--- src/rtl/stopwatch_pkg.sv ---
// stopwatch_pkg: shared types and constants for the stopwatch controller.
// The LAP state only exists when STOPWATCH_LAP_EN is defined.
package stopwatch_pkg;

`ifdef STOPWATCH_LAP_EN
    typedef enum logic [1:0] {
        ST_IDLE  = 2'd0,
        ST_RUN   = 2'd1,
        ST_PAUSE = 2'd2,
        ST_LAP   = 2'd3
    } sw_state_t;
`else
    typedef enum logic [1:0] {
        ST_IDLE  = 2'd0,
        ST_RUN   = 2'd1,
        ST_PAUSE = 2'd2
    } sw_state_t;
`endif

    // One BCD digit of the displayed time.
    typedef logic [3:0] bcd_t;

    // Highest value of a decimal digit and of a tens-of-seconds/minutes digit.
    localparam bcd_t DIGIT_MAX_DEC = 4'd9;
    localparam bcd_t DIGIT_MAX_SEX = 4'd5;

    // Six packed BCD digits: {min_t, min_u, sec_t, sec_u, cs_t, cs_u}.
    localparam int TIME_W = 24;

    // True in the states where time advances.
    function automatic logic is_counting(input sw_state_t s);
`ifdef STOPWATCH_LAP_EN
        return (s == ST_RUN) || (s == ST_LAP);
`else
        return (s == ST_RUN);
`endif
    endfunction

endpackage

--- src/rtl/stopwatch_ctrl_bcd_digit.sv ---
// bcd_digit: one cascadable modulo-(MAX+1) BCD digit with synchronous clear.
// q_next is exported so the parent can register values that change on the
// same edge as the digit itself.
module bcd_digit
    import stopwatch_pkg::*;
#(
    parameter bcd_t MAX = DIGIT_MAX_DEC
) (
    input  logic clk,
    input  logic rst_n,
    input  logic inc,
    input  logic clr,
    output bcd_t q_next,
    output logic carry
);

    bcd_t q;

    // Carry out when this digit rolls over, feeding the next digit's inc.
    assign carry = inc && !clr && (q == MAX);

    // Next value: clear wins, otherwise count up and wrap at MAX.
    always_comb begin
        q_next = q;
        if (clr) begin
            q_next = '0;
        end else if (inc) begin
            q_next = (q == MAX) ? '0 : q + 4'd1;
        end
    end

    // Digit register.
    always_ff @(posedge clk or negedge rst_n) begin
        if (!rst_n) begin
            q <= '0;
        end else begin
            q <= q_next;
        end
    end

endmodule

--- src/rtl/stopwatch_ctrl.sv ---
// stopwatch_ctrl: MM:SS.cc stopwatch with start/stop, clear and lap hold.
// Define STOPWATCH_LAP_EN to enable the LAP state and lap register; without
// it lap_p is ignored and lap_active stays low.
module stopwatch_ctrl
    import stopwatch_pkg::*;
#(
    parameter int CLK_HZ  = 100000000,
    parameter int TICK_HZ = 100
) (
    input  logic              clk,
    input  logic              rst_n,
    input  logic              ss_p,
    input  logic              clr_p,
    input  logic              lap_p,
    output logic [TIME_W-1:0] disp_bcd,
    output logic              running,
    output logic              lap_active,
    output logic              ovf
);

    localparam int DIV = CLK_HZ / TICK_HZ;
    localparam int PW  = (DIV > 1) ? $clog2(DIV) : 1;

    sw_state_t         state;
    sw_state_t         state_next;
    logic              zero_all;
    logic              presc_en;
    logic              tick;
    logic [PW-1:0]     presc;
    logic [TIME_W-1:0] count_next;
    logic [TIME_W-1:0] disp_src;
    logic              c_cs_u, c_cs_t, c_sec_u, c_sec_t, c_min_u, c_min_t;
`ifdef STOPWATCH_LAP_EN
    logic              lap_take;
`endif

    // Pulse decode: clr > ss > lap among the pulses legal in each state.
    always_comb begin
        state_next = state;
        zero_all   = 1'b0;
`ifdef STOPWATCH_LAP_EN
        lap_take   = 1'b0;
`endif
        case (state)
            ST_IDLE: begin
                if (clr_p) begin
                    zero_all = 1'b1;
                end else if (ss_p) begin
                    state_next = ST_RUN;
                end
            end
            ST_RUN: begin
                if (ss_p) begin
                    state_next = ST_PAUSE;
`ifdef STOPWATCH_LAP_EN
                end else if (lap_p) begin
                    state_next = ST_LAP;
                    lap_take   = 1'b1;
`endif
                end
            end
            ST_PAUSE: begin
                if (clr_p) begin
                    state_next = ST_IDLE;
                    zero_all   = 1'b1;
                end else if (ss_p) begin
                    state_next = ST_RUN;
                end
            end
`ifdef STOPWATCH_LAP_EN
            ST_LAP: begin
                if (ss_p) begin
                    state_next = ST_PAUSE;
                end else if (lap_p) begin
                    state_next = ST_RUN;
                end
            end
`endif
            default: begin
                state_next = ST_IDLE;
                zero_all   = 1'b1;
            end
        endcase
    end

    // The prescaler only advances while we stay in a counting state, so the
    // edge that pauses freezes it and the edge that resumes does not skip it.
    assign presc_en = is_counting(state) && is_counting(state_next);
    assign tick     = presc_en && (presc == PW'(DIV - 1));

    // Tick prescaler: 0..DIV-1 while counting, held in PAUSE, zeroed on clear.
    always_ff @(posedge clk or negedge rst_n) begin
        if (!rst_n) begin
            presc <= '0;
        end else if (zero_all) begin
            presc <= '0;
        end else if (presc_en) begin
            presc <= tick ? '0 : presc + PW'(1);
        end
    end

    bcd_digit #(.MAX(DIGIT_MAX_DEC)) u_cs_u (
        .clk(clk), .rst_n(rst_n), .inc(tick), .clr(zero_all),
        .q_next(count_next[3:0]), .carry(c_cs_u)
    );
    bcd_digit #(.MAX(DIGIT_MAX_DEC)) u_cs_t (
        .clk(clk), .rst_n(rst_n), .inc(c_cs_u), .clr(zero_all),
        .q_next(count_next[7:4]), .carry(c_cs_t)
    );
    bcd_digit #(.MAX(DIGIT_MAX_DEC)) u_sec_u (
        .clk(clk), .rst_n(rst_n), .inc(c_cs_t), .clr(zero_all),
        .q_next(count_next[11:8]), .carry(c_sec_u)
    );
    bcd_digit #(.MAX(DIGIT_MAX_SEX)) u_sec_t (
        .clk(clk), .rst_n(rst_n), .inc(c_sec_u), .clr(zero_all),
        .q_next(count_next[15:12]), .carry(c_sec_t)
    );
    bcd_digit #(.MAX(DIGIT_MAX_DEC)) u_min_u (
        .clk(clk), .rst_n(rst_n), .inc(c_sec_t), .clr(zero_all),
        .q_next(count_next[19:16]), .carry(c_min_u)
    );
    bcd_digit #(.MAX(DIGIT_MAX_SEX)) u_min_t (
        .clk(clk), .rst_n(rst_n), .inc(c_min_u), .clr(zero_all),
        .q_next(count_next[23:20]), .carry(c_min_t)
    );

`ifdef STOPWATCH_LAP_EN
    logic [TIME_W-1:0] lap_q;
    logic              lap_active_q;

    // Lap register: captures the live count as it stands after this edge.
    always_ff @(posedge clk or negedge rst_n) begin
        if (!rst_n) begin
            lap_q <= '0;
        end else if (zero_all) begin
            lap_q <= '0;
        end else if (lap_take) begin
            lap_q <= count_next;
        end
    end

    // Lap indicator follows the state being entered.
    always_ff @(posedge clk or negedge rst_n) begin
        if (!rst_n) begin
            lap_active_q <= 1'b0;
        end else begin
            lap_active_q <= (state_next == ST_LAP);
        end
    end

    assign lap_active = lap_active_q;
    assign disp_src   = ((state_next == ST_LAP) && !lap_take) ? lap_q : count_next;
`else
    logic lap_p_unused;
    assign lap_p_unused = lap_p;
    assign lap_active   = 1'b0;
    assign disp_src     = count_next;
`endif

    // State register and registered outputs, all reflecting the new state.
    always_ff @(posedge clk or negedge rst_n) begin
        if (!rst_n) begin
            state    <= ST_IDLE;
            running  <= 1'b0;
            ovf      <= 1'b0;
            disp_bcd <= '0;
        end else begin
            state    <= state_next;
            running  <= is_counting(state_next);
            ovf      <= c_min_t;
            disp_bcd <= disp_src;
        end
    end

endmodule

--- config.mk ---
export PLATFORM = sky130hd
export DESIGN_NAME = stopwatch_ctrl
export DESIGN_NICKNAME = d
export VERILOG_FILES = /design/src/rtl/stopwatch_pkg.sv /design/src/rtl/stopwatch_ctrl_bcd_digit.sv /design/src/rtl/stopwatch_ctrl.sv
export SDC_FILE = /design/constraint.sdc
export NUM_CORES = 1
export LEC_CHECK = 0
export CAP_MARGIN = 20
export CELL_PAD_IN_SITES_DETAIL_PLACEMENT = 0
export CELL_PAD_IN_SITES_GLOBAL_PLACEMENT = 1
export CORE_UTILIZATION = 25
export DETAILED_ROUTE_END_ITERATION = 12
export PLACE_DENSITY = 0.53
export SLEW_MARGIN = 5
export SYNTH_ARGS = -nofsm -noshare
export SYNTH_HDL_FRONTEND = slang
export SYNTH_SLANG_ARGS = --single-unit
--- constraint.sdc ---
create_clock -name clk -period 6.6 [get_ports clk]
set_clock_uncertainty 0.05 [all_clocks]
set_input_delay 1.65 -clock clk [delete_from_list [all_inputs] [get_ports clk]]
set_output_delay 1.65 -clock clk [all_outputs]
set_load 0.01 [all_outputs]
==> results of run 1 <==
[layer usage]
| metal | vias to the layer above | part of all wire | global-route usage |
|---|---|---|---|
| met1 | 1003 | 0.53 | 0.1713 |
| met3 | 4 | 0.027 | 0.02558 |
| met5 | - | 0 | 0 |
| met4 | 0 | 0.011 | 0.03320 |
| li1 | 1029 | - | - |
| met2 | 25 | 0.43 | 0.1850 |
[cell families (layout without fill, tap and decap cells)]
kind of cell | after synthesis | after routing | synth area share
adders and majority gates | 13 | 13 | 0.06167
xor gates and xnor gates | 20 | 20 | 0.06641
and+or+nand+nor | 132 | 132 | 0.2728
muxes | 7 | 7 | 0.02704
buffers and inverters | 17 | 48 | 0.03131
other | 1 | 1 | 0.001422
DFF | 48 | 48 | 0.4554
AOI/OAI and AO/OA | 36 | 36 | 0.08397
[final timing paths]
| check | slack, ns | start | endpoint |
|---|---|---|---|
| worst max register to register | 3.79 | presc[0] | u_min_t.q[2] |
| max in group asynchronous | 4.67 | rst_n | u_min_u.q[2] |
| worst min-delay path | 0.48 | disp_bcd[19] | disp_bcd[19] |
| min in group asynchronous | 1.41 | rst_n | presc[10] |
| worst max-delay path | 2.51 | ss_p | u_min_t.q[2] |
| worst min register to register | 0.48 | disp_bcd[19] | disp_bcd[19] |
[layout by cell type (no fill, tap or decap), types with 2 or more instances in the layout]
cell / synthesis / routed
o21ai_0: 10 / 9
mux2i_1: 6 / 6
and3b_1: 2 / 2
nor4b_1: 3 / 3
nor4_1: 5 / 5
and4_1: 3 / 3
and2_1: 2 / 2
o31ai_1: 5 / 5
nand2_1: 26 / 26
or4_1: 4 / 4
nor3_1: 5 / 5
nor2_1: 29 / 29
clkinv_2: 0 / 2
clkdlybuf4s50_1: 0 / 28
xor2_1: 12 / 12
or2_2: 3 / 3
and3_1: 2 / 2
ha_1: 13 / 13
dfrtp_1: 48 / 48
nand2b_1: 3 / 3
nand4_1: 7 / 7
nor3b_1: 2 / 2
clkbuf_8: 0 / 6
or3b_2: 2 / 2
nand3_1: 18 / 18
inv_1: 8 / 8
nand3b_1: 4 / 4
xnor2_1: 8 / 8
o21a_1: 2 / 2
o211ai_1: 2 / 2
or3_1: 5 / 5
a21oi_1: 11 / 11
buf_4: 1 / 2
[power by group through the flow]
stage,clock network (mW),logic [mW],registers (mW)
global placement,0,0.0354,0.306
finish,0.187,0.0337,0.301
floorplan,0,0.0190,0.306
global route,0.210,0.0394,0.302
CTS,0.198,0.0358,0.301
detailed placement,0,0.0355,0.306
[registers in the layout (all words and copies together), names as in the netlist, 3 cells and up]
signal / count
presc: 20
u_cs_u.q: 3
u_cs_t.q: 3
disp_bcd: 6
u_min_t.q: 3
u_sec_u.q: 3
u_sec_t.q: 3
u_min_u.q: 3
[layout make-up]
cell class,count,area share
Clock buffer,6,0.02616
Sequential cell,48,0.3805
Timing Repair Buffer,32,0.09671
Multi-Input combinational cell,209,0.4300
Clock inverter,2,0.003171
Inverter,8,0.009512
Tap cell,136,0.05390
[metrics by stage]
stage,hold WS [ns],power (mW)
after floorplan,0.4461,0.3250
after global placement,0.4558,0.3416
final,0.4788,0.5212
after global routing,0.5265,0.5513
after CTS,0.4778,0.5341
after detailed placement,0.4586,0.3420
==> impl_metrics.py, run 1 <==
metrics = {
    "yosys": {
        "ys_types": 47,
        "synth-seq-cells": 48,
        "syn_avg_cell_area_sq_um": 9.626,
        "synth_area_sq_mm": 0.002638,
        "synth_area_leader_cell": "dfrtp_1",
        "synth_flop_cell": "dfrtp_1",
        "ys_async_sr_fraction": 1.000,
        "syn-num-nets": 292,
        "synthTopCellsByArea": "dfrtp_1, ha_1, nor2_1",
        "syn_inst": 274,
        "post-synth-top-area-fraction": 0.4554,
        "synth_warnings": 0,
        "synth_sequential_area_ratio": 0.4554,
        "synth_edf_count": 0,
        "yosys-top-cells-count": "dfrtp_1, nor2_1, nand2_1",
        "synth.most_common_cell": "dfrtp_1",
    },
    "route": {
        "drt_iter0_drc": 104,
        "viasPerCell": 4.673,
        "routed_wl_um": 5938,
        "wl_per_cell_um": 13.46,
        "postRouteAntennaNets": 0,
        "dr.pass1.iters": 6,
        "route.vias.total": 2061,
        "post-route-drc-count": 0,
    },
    "critical_path": {
        "worst-path-buf-inv": 1,
        "path_cells": "clkdlybuf4s50_1 > or3b_1 > or2_4 > or4b_4 > or4b_1 > a21oi_1",
        "end_kind": "flop",
        "crit_fanout": 19,
        "worstSetupPathDepth": 6,
        "reg2regPathDepth": 6,
        "critical_path_required_ns": 6.78,
        "crit_type": "in -> reg",
        "critical_path.startpoint_type": "primary input",
        "critPathTopFamily": "simple AND/OR/NAND/NOR gates",
        "cp.arrival_ns": 4.27,
        "cpPeakStageDelay_ns": 0.65,
        "cp_slowest_cell": "or4b_4",
    },
    "timing": {
        "worstMarginPinSlew_ns": 0.9145,
        "rsz0062_at_grt": "no",
        "timing.final.ws_setup_ns": 2.508,
        "slew_headroom": 0.3903,
        "finalCriticalPeriod_ns": 4.092,
        "max_freq_mhz": 244.4,
        "slew_violations": 0,
        "tns_ns": 0,
        "hold_violations": 0,
        "timing.final.crit_share": 0.6200,
        "setup_viol": 0,
    },
    "floorplanning": {
        "dieArea_sq_mm": 0.01097,
        "rows": 37,
        "start_util": 0.2566,
        "die-height_um": 104.7,
        "fp.coreArea_sq_mm": 0.01028,
        "die_w_um": 104.7,
        "io_pins": 32,
    },
    "final_layout": {
        "fin_cells": 441,
        "utilization": 0.3072,
        "finalNetCount": 322,
        "stdcell_area_sq_mm": 0.003157,
        "seq_area_sq_mm": 0.001201,
        "area_growth_pct": 19.69,
        "layout-drive-gt1-share": 0.07213,
        "fill_cells": 1115,
        "n_antenna_cell": 0,
        "multi_input_area_sq_mm": 0.001358,
    },
    "clock_network": {
        "cts_setup_buffers": 0,
        "cts_root_buffer": "clkbuf_8",
        "cts-hold-fix-buffers": 0,
        "clock_sinks": 48,
        "clk_path_buf_depth": 2,
        "htree_levels": 2,
        "clk_latency_ns": 0.30,
        "cts_buffers": 5,
        "clkTransAtPathRegs_ns": 0.09,
        "cts_tree": "done",
        "post_cts_resized": 0,
    },
    "pwr": {
        "power_switching_mw": 0.1306,
        "p_clk_frac": 0.359,
        "switching_share": 0.2506,
        "power.density_mw_per_mm2": 165.1,
        "ir_drop_mv": 0.07387,
        "sequentialPowerShare": 0.577,
        "power_frac_comb": 0.065,
        "leakagePower_nw": 1.304,
        "cell_internal_pwr_mw": 0.3906,
    },
    "grt": {
        "antenna_found_initial": 0,
        "gr-usage-all-layers": 0.1209,
        "grt_first_pass_wirelength_um": 10680,
        "grt_max_degree": 49,
        "grt_pass1_vias": 2118,
        "overflow": 0,
    },
    "place": {
        "dpl_cell_area_sq_mm": 0.003059,
        "placed_cells": 432,
        "gp_congestion": 0.6978,
        "portBuffers": 29,
        "hpwl_um": 4054,
        "dp_slack_ns": 2.195,
    },
    "hold_path": {
        "hp-class": "reg -> reg",
        "holdPathStages": 1,
    },
    "status": {
        "status": "finished, final reports clean",
    },
    "run": {
        "cap_violations": 0,
    },
}
Power figures use the tool's default switching activity.
==> run 2: changes to the inputs <==
- clock period: 6.6 -> 4.15 ns (I/O delays scaled with it)
==> run 2 against run 1 <==
  * Final cell count grew 0.45%
  * Sequential power grew 58%
  * Power increased by 68%
  * Via count is essentially flat
  * Sequential share of layout area shrank 0.34 points
  * Setup slack lost 1.7 ns
  * Cell area is 0.91% higher
  * Global-route usage decreased by 0.50 points
  * First-iteration DRC count down 30%
==> impl_metrics.py, run 2 (synthesis results as in run 1) <==
metrics = {
    "status": {
        "status": "finished, final reports clean",
    },
    "floorplanning": {
        "io_pins": 32,
        "rows": 37,
        "die-height_um": 104.7,
        "die_w_um": 104.7,
        "dieArea_sq_mm": 0.01097,
        "start_util": 0.2566,
        "fp.coreArea_sq_mm": 0.01028,
    },
    "critical_path": {
        "critPathTopFamily": "simple AND/OR/NAND/NOR gates",
        "critical_path.startpoint_type": "primary input",
        "worst-path-buf-inv": 1,
        "path_cells": "clkdlybuf4s50_1 > or3b_1 > or2_4 > or4b_4 > or4b_1 > a21oi_1",
        "cp_slowest_cell": "or4b_4",
        "end_kind": "flop",
        "crit_fanout": 19,
        "crit_type": "in -> reg",
        "cpPeakStageDelay_ns": 0.65,
        "cp.arrival_ns": 3.52,
        "critical_path_required_ns": 4.33,
    },
    "run": {
        "cap_violations": 0,
    },
    "final_layout": {
        "layout.cells.most_common": "dfrtp_1",
        "largest_register": "presc",
        "layout-drive-gt1-share": 0.07166,
        "fin_cells": 443,
        "n_antenna_cell": 0,
        "finalNetCount": 324,
        "final_cell_mix": "dfrtp_1, nor2_1, clkdlybuf4s50_1",
        "reg_top3": "presc: 20 flops, disp_bcd: 6 flops",
        "largest_reg_flops": 20,
        "area_growth_pct": 20.78,
    },
    "clock_network": {
        "clk_path_buf_depth": 2,
        "cts_setup_buffers": 0,
        "cts_tree": "done",
        "clock_sinks": 48,
        "clkTransAtPathRegs_ns": 0.09,
        "cts_buffers": 5,
        "cts-hold-fix-buffers": 0,
        "post_cts_resized": 0,
        "clk_latency_ns": 0.30,
        "cts_root_buffer": "clkbuf_8",
        "htree_levels": 2,
    },
    "route": {
        "route.vias.total": 2059,
        "post-route-drc-count": 0,
        "postRouteAntennaNets": 0,
        "drt_iter0_drc": 73,
        "dr.pass1.iters": 6,
        "wl_per_cell_um": 13.08,
        "viasPerCell": 4.648,
        "routed_wl_um": 5793,
    },
    "timing": {
        "timing.final.crit_share": 0.8032,
        "worstMarginPinSlew_ns": 0.8279,
        "hold_violations": 0,
        "tns_ns": 0,
        "setup_viol": 0,
        "finalCriticalPeriod_ns": 3.333,
        "slew_headroom": 0.4480,
        "rsz0062_at_grt": "no",
        "slew_violations": 0,
        "max_freq_mhz": 300.0,
    },
    "grt": {
        "grt_first_pass_wirelength_um": 10210,
        "overflow": 0,
        "gr-usage-all-layers": 0.1158,
        "grt_pass1_vias": 2022,
        "antenna_found_initial": 0,
        "grt_max_degree": 36,
    },
    "pwr": {
        "power.density_mw_per_mm2": 274.2,
        "ir_drop_mv": 0.1501,
        "leakagePower_nw": 1.317,
    },
    "place": {
        "gp_congestion": 0.7192,
        "hpwl_um": 4066,
        "placed_cells": 435,
        "portBuffers": 29,
    },
    "hold_path": {
        "hp-class": "reg -> reg",
    },
}
[run 2: changes by cell type in the layout (fill, tap and decap cells not counted)]
cell	previous run	this run
buf_4	2	5
bufinv_16	0	1
clkbuf_1	0	1
clkbuf_2	1	0
clkbuf_8	6	5
clkinv_2	2	1
o21ai_1	0	1
o21ai_2	1	0
[run 2: layer usage]
metal	GRT usage	up-vias	part of all wire	routed length [um]
met2	0.1746	29	0.44	2531
met1	0.1650	987	0.54	3103
met3	0.02246	5	0.019	112
li1	-	1038	-	-
met5	0	-	0	0
met4	0.03924	0	0.0079	46
[run 2: power breakdown]
group	internal, mW	switching, mW	total (mW)
logic	0.0174	0.0386	0.0560
clock network	0.179	0.161	0.340
registers	0.473	0.00485	0.477
total	0.669	0.204	0.873
[run 2: cell type report]
type	instances	area, sq um
fillers	1117	7092
multi-input cells	209	1354
flip-flops and latches	48	1201
repair buffers	34	322.8
well taps	136	170.2
clock buffers	6	72.57
clock inverters	2	35.03
inverters	8	30.03
[run 2: final timing paths]
| check | start | to | slack (ns) | depth (start not counted) |
|---|---|---|---|---|
| worst min register to register | disp_bcd[19] | disp_bcd[19] | 0.48 | 1 |
| worst min-delay path | disp_bcd[19] | disp_bcd[19] | 0.48 | 1 |
| worst max register to register | presc[0] | u_min_t.q[2] | 1.45 | 6 |
| min in group asynchronous | rst_n | u_cs_t.q[2] | 0.77 | 1 |
| worst max-delay path | ss_p | u_min_t.q[2] | 0.82 | 6 |
| max in group asynchronous | rst_n | u_min_u.q[2] | 2.57 | 2 |
[run 2: metrics by stage]
stage	util	hold slack, ns	setup WS, ns	area, sq um	total power [mW]
floorplan	-	0.4461	0.9751	2638	0.5168
global placement	0.2995	0.4570	0.4785	3078	0.5459
detailed placement	0.2995	0.4643	0.4999	3078	0.5453
CTS	0.3100	0.4895	0.8123	3186	0.8948
global route	0.3100	0.5149	0.6901	3186	0.9185
finish	0.3100	0.4764	0.8166	3186	0.8734
==> run 3: changes to the inputs <==
- clock period: 4.15 -> 3.5 ns (I/O delays scaled with it)
==> run 3 against run 2 <==
  * Via count increased by 0.49%
  * Setup slack got worse by 0.44 ns
  * Register-to-register slack got worse by 0.59 ns
  * Die area unchanged
  * Routed wire length increased by 2.7%
  * Utilization increased by 0.29 points
  * Largest power group unchanged
==> impl_metrics.py, run 3 (synthesis results as in run 1) <==
metrics = {
    "final_layout": {
        "stdcell_area_sq_mm": 0.003216,
        "reg_top3": "presc: 20 flops, disp_bcd: 6 flops",
        "layout.cells.most_common": "dfrtp_1",
        "finalNetCount": 328,
        "n_antenna_cell": 0,
        "final_cell_mix": "dfrtp_1, nor2_1, clkdlybuf4s50_1",
        "largest_register": "presc",
        "fin_cells": 447,
        "layout-drive-gt1-share": 0.08360,
        "largest_reg_flops": 20,
        "area_growth_pct": 21.92,
    },
    "timing": {
        "worstMarginPinSlew_ns": 0.6543,
        "timing.final.crit_share": 0.8911,
        "finalCriticalPeriod_ns": 3.119,
        "slew_violations": 0,
        "hold_violations": 0,
        "setup_viol": 0,
        "max_freq_mhz": 320.6,
        "rsz0062_at_grt": "no",
        "slew_headroom": 0.5638,
        "tns_ns": 0,
    },
    "floorplanning": {
        "die-height_um": 104.7,
        "rows": 37,
        "die_w_um": 104.7,
        "dieArea_sq_mm": 0.01097,
        "io_pins": 32,
        "fp.coreArea_sq_mm": 0.01028,
        "start_util": 0.2566,
    },
    "place": {
        "portBuffers": 29,
        "hpwl_um": 4301,
        "dpl_cell_area_sq_mm": 0.003108,
        "gp_congestion": 0.7037,
        "placed_cells": 439,
    },
    "grt": {
        "grtUsageMet2": 0.1779,
        "antenna_found_initial": 0,
        "overflow": 0,
        "grt_pass1_vias": 2112,
        "top_usage_layer": "met2",
        "grt_first_pass_wirelength_um": 10470,
        "gr-usage-all-layers": 0.1193,
        "use_met3": 0.02620,
        "grt_max_degree": 28,
        "grt_util_met1": 0.1710,
    },
    "route": {
        "postRouteAntennaNets": 0,
        "routed_wl_um": 5949,
        "viasPerCell": 4.629,
        "route.vias.total": 2069,
        "post-route-drc-count": 0,
        "wl_per_cell_um": 13.31,
        "dr.pass1.iters": 6,
        "drt_iter0_drc": 62,
    },
    "clock_network": {
        "cts_root_buffer": "clkbuf_8",
        "clkTransAtPathRegs_ns": 0.10,
        "post_cts_resized": 0,
        "cts_tree": "done",
        "htree_levels": 2,
        "clk_path_buf_depth": 2,
        "cts_setup_buffers": 0,
        "clk_latency_ns": 0.31,
        "cts_buffers": 5,
        "cts-hold-fix-buffers": 0,
        "clock_sinks": 48,
    },
    "hold_path": {
        "holdPathStages": 1,
        "whs_endpoint": "disp_bcd[19]",
        "worstHoldStart": "disp_bcd[19]",
        "hp-class": "reg -> reg",
    },
    "critical_path": {
        "critical_path_required_ns": 3.68,
        "crit_type": "in -> reg",
        "critical_path.startpoint_type": "primary input",
        "rr_startpoint": "presc[0]",
        "cp.arrival_ns": 3.30,
        "reg2regPathDepth": 6,
        "r2r_end": "u_min_t.q[2]",
        "crit_fanout": 7,
        "r2r_slack_ns": 0.86,
        "end_kind": "flop",
    },
    "run": {
        "cap_violations": 0,
    },
    "pwr": {
        "leakagePower_nw": 1.335,
        "ir_drop_mv": 0.1593,
        "power.density_mw_per_mm2": 323.9,
    },
    "status": {
        "status": "finished, final reports clean",
    },
}
run 3: cell count changes in the layout (fill, tap and decap cells not counted):
cell	previous run	this run
buf_4	5	9
run 3: layout make-up:
class                           instances  area [sq um]
Clock buffer                            6         72.57
Inverter                                8         30.03
Multi-Input combinational cell        209          1354
Timing Repair Buffer                   38         352.8
Clock inverter                          2         35.03
Sequential cell                        48          1201
Tap cell                              136         170.2
Fill cell                            1124          7062
run 3: metal layers:
| layer | share of wire | wire length [um] | up-vias |
|---|---|---|---|
| met3 | 0.031 | 183 | 5 |
| met4 | 0.014 | 83 | 0 |
| met5 | 0 | 0 | - |
| met1 | 0.53 | 3151 | 986 |
| li1 | - | - | 1045 |
| met2 | 0.43 | 2531 | 33 |
run 3: worst max-delay path by stage:
stage | from | endpoint | slack [ns] | cells after the start
3_5_place_dp | ss_p | u_min_t.q[2] | 0.09 | 6
2_1_floorplan | ss_p | u_min_t.q[2] | 0.49 | 7
6_report | ss_p | u_min_t.q[2] | 0.38 | 6
4_1_cts | ss_p | u_min_t.q[2] | 0.39 | 6
5_1_grt | ss_p | u_min_u.q[2] | 0.32 | 7
3_3_place_gp | ss_p | u_min_t.q[2] | 0.07 | 6
run 3: worst max-delay path, cell delays in order:
cell and delay [ns]:
clkdlybuf4s50_1 0.47, or3b_1 0.42, or2_4 0.29, or4b_4 0.57
or4b_1 0.52, a21oi_1 0.14
run 3: power breakdown:
group	internal (mW)	switching, mW	total, mW
registers	0.560	0.00612	0.566
clock network	0.212	0.192	0.405
logic	0.0231	0.0474	0.0705
total	0.796	0.246	1.04
run 3: metrics by stage:
step / util / hold slack, ns / power (mW) / worst slack (ns)
5_1_grt: 0.3129 / 0.5186 / 1.094 / 0.3233
4_1_cts: 0.3129 / 0.4863 / 1.065 / 0.3942
2_1_floorplan: - / 0.4461 / 0.6128 / 0.4876
3_3_place_gp: 0.3024 / 0.4590 / 0.6512 / 0.06570
6_report: 0.3129 / 0.4756 / 1.041 / 0.3811
3_5_place_dp: 0.3024 / 0.4754 / 0.6510 / 0.08679
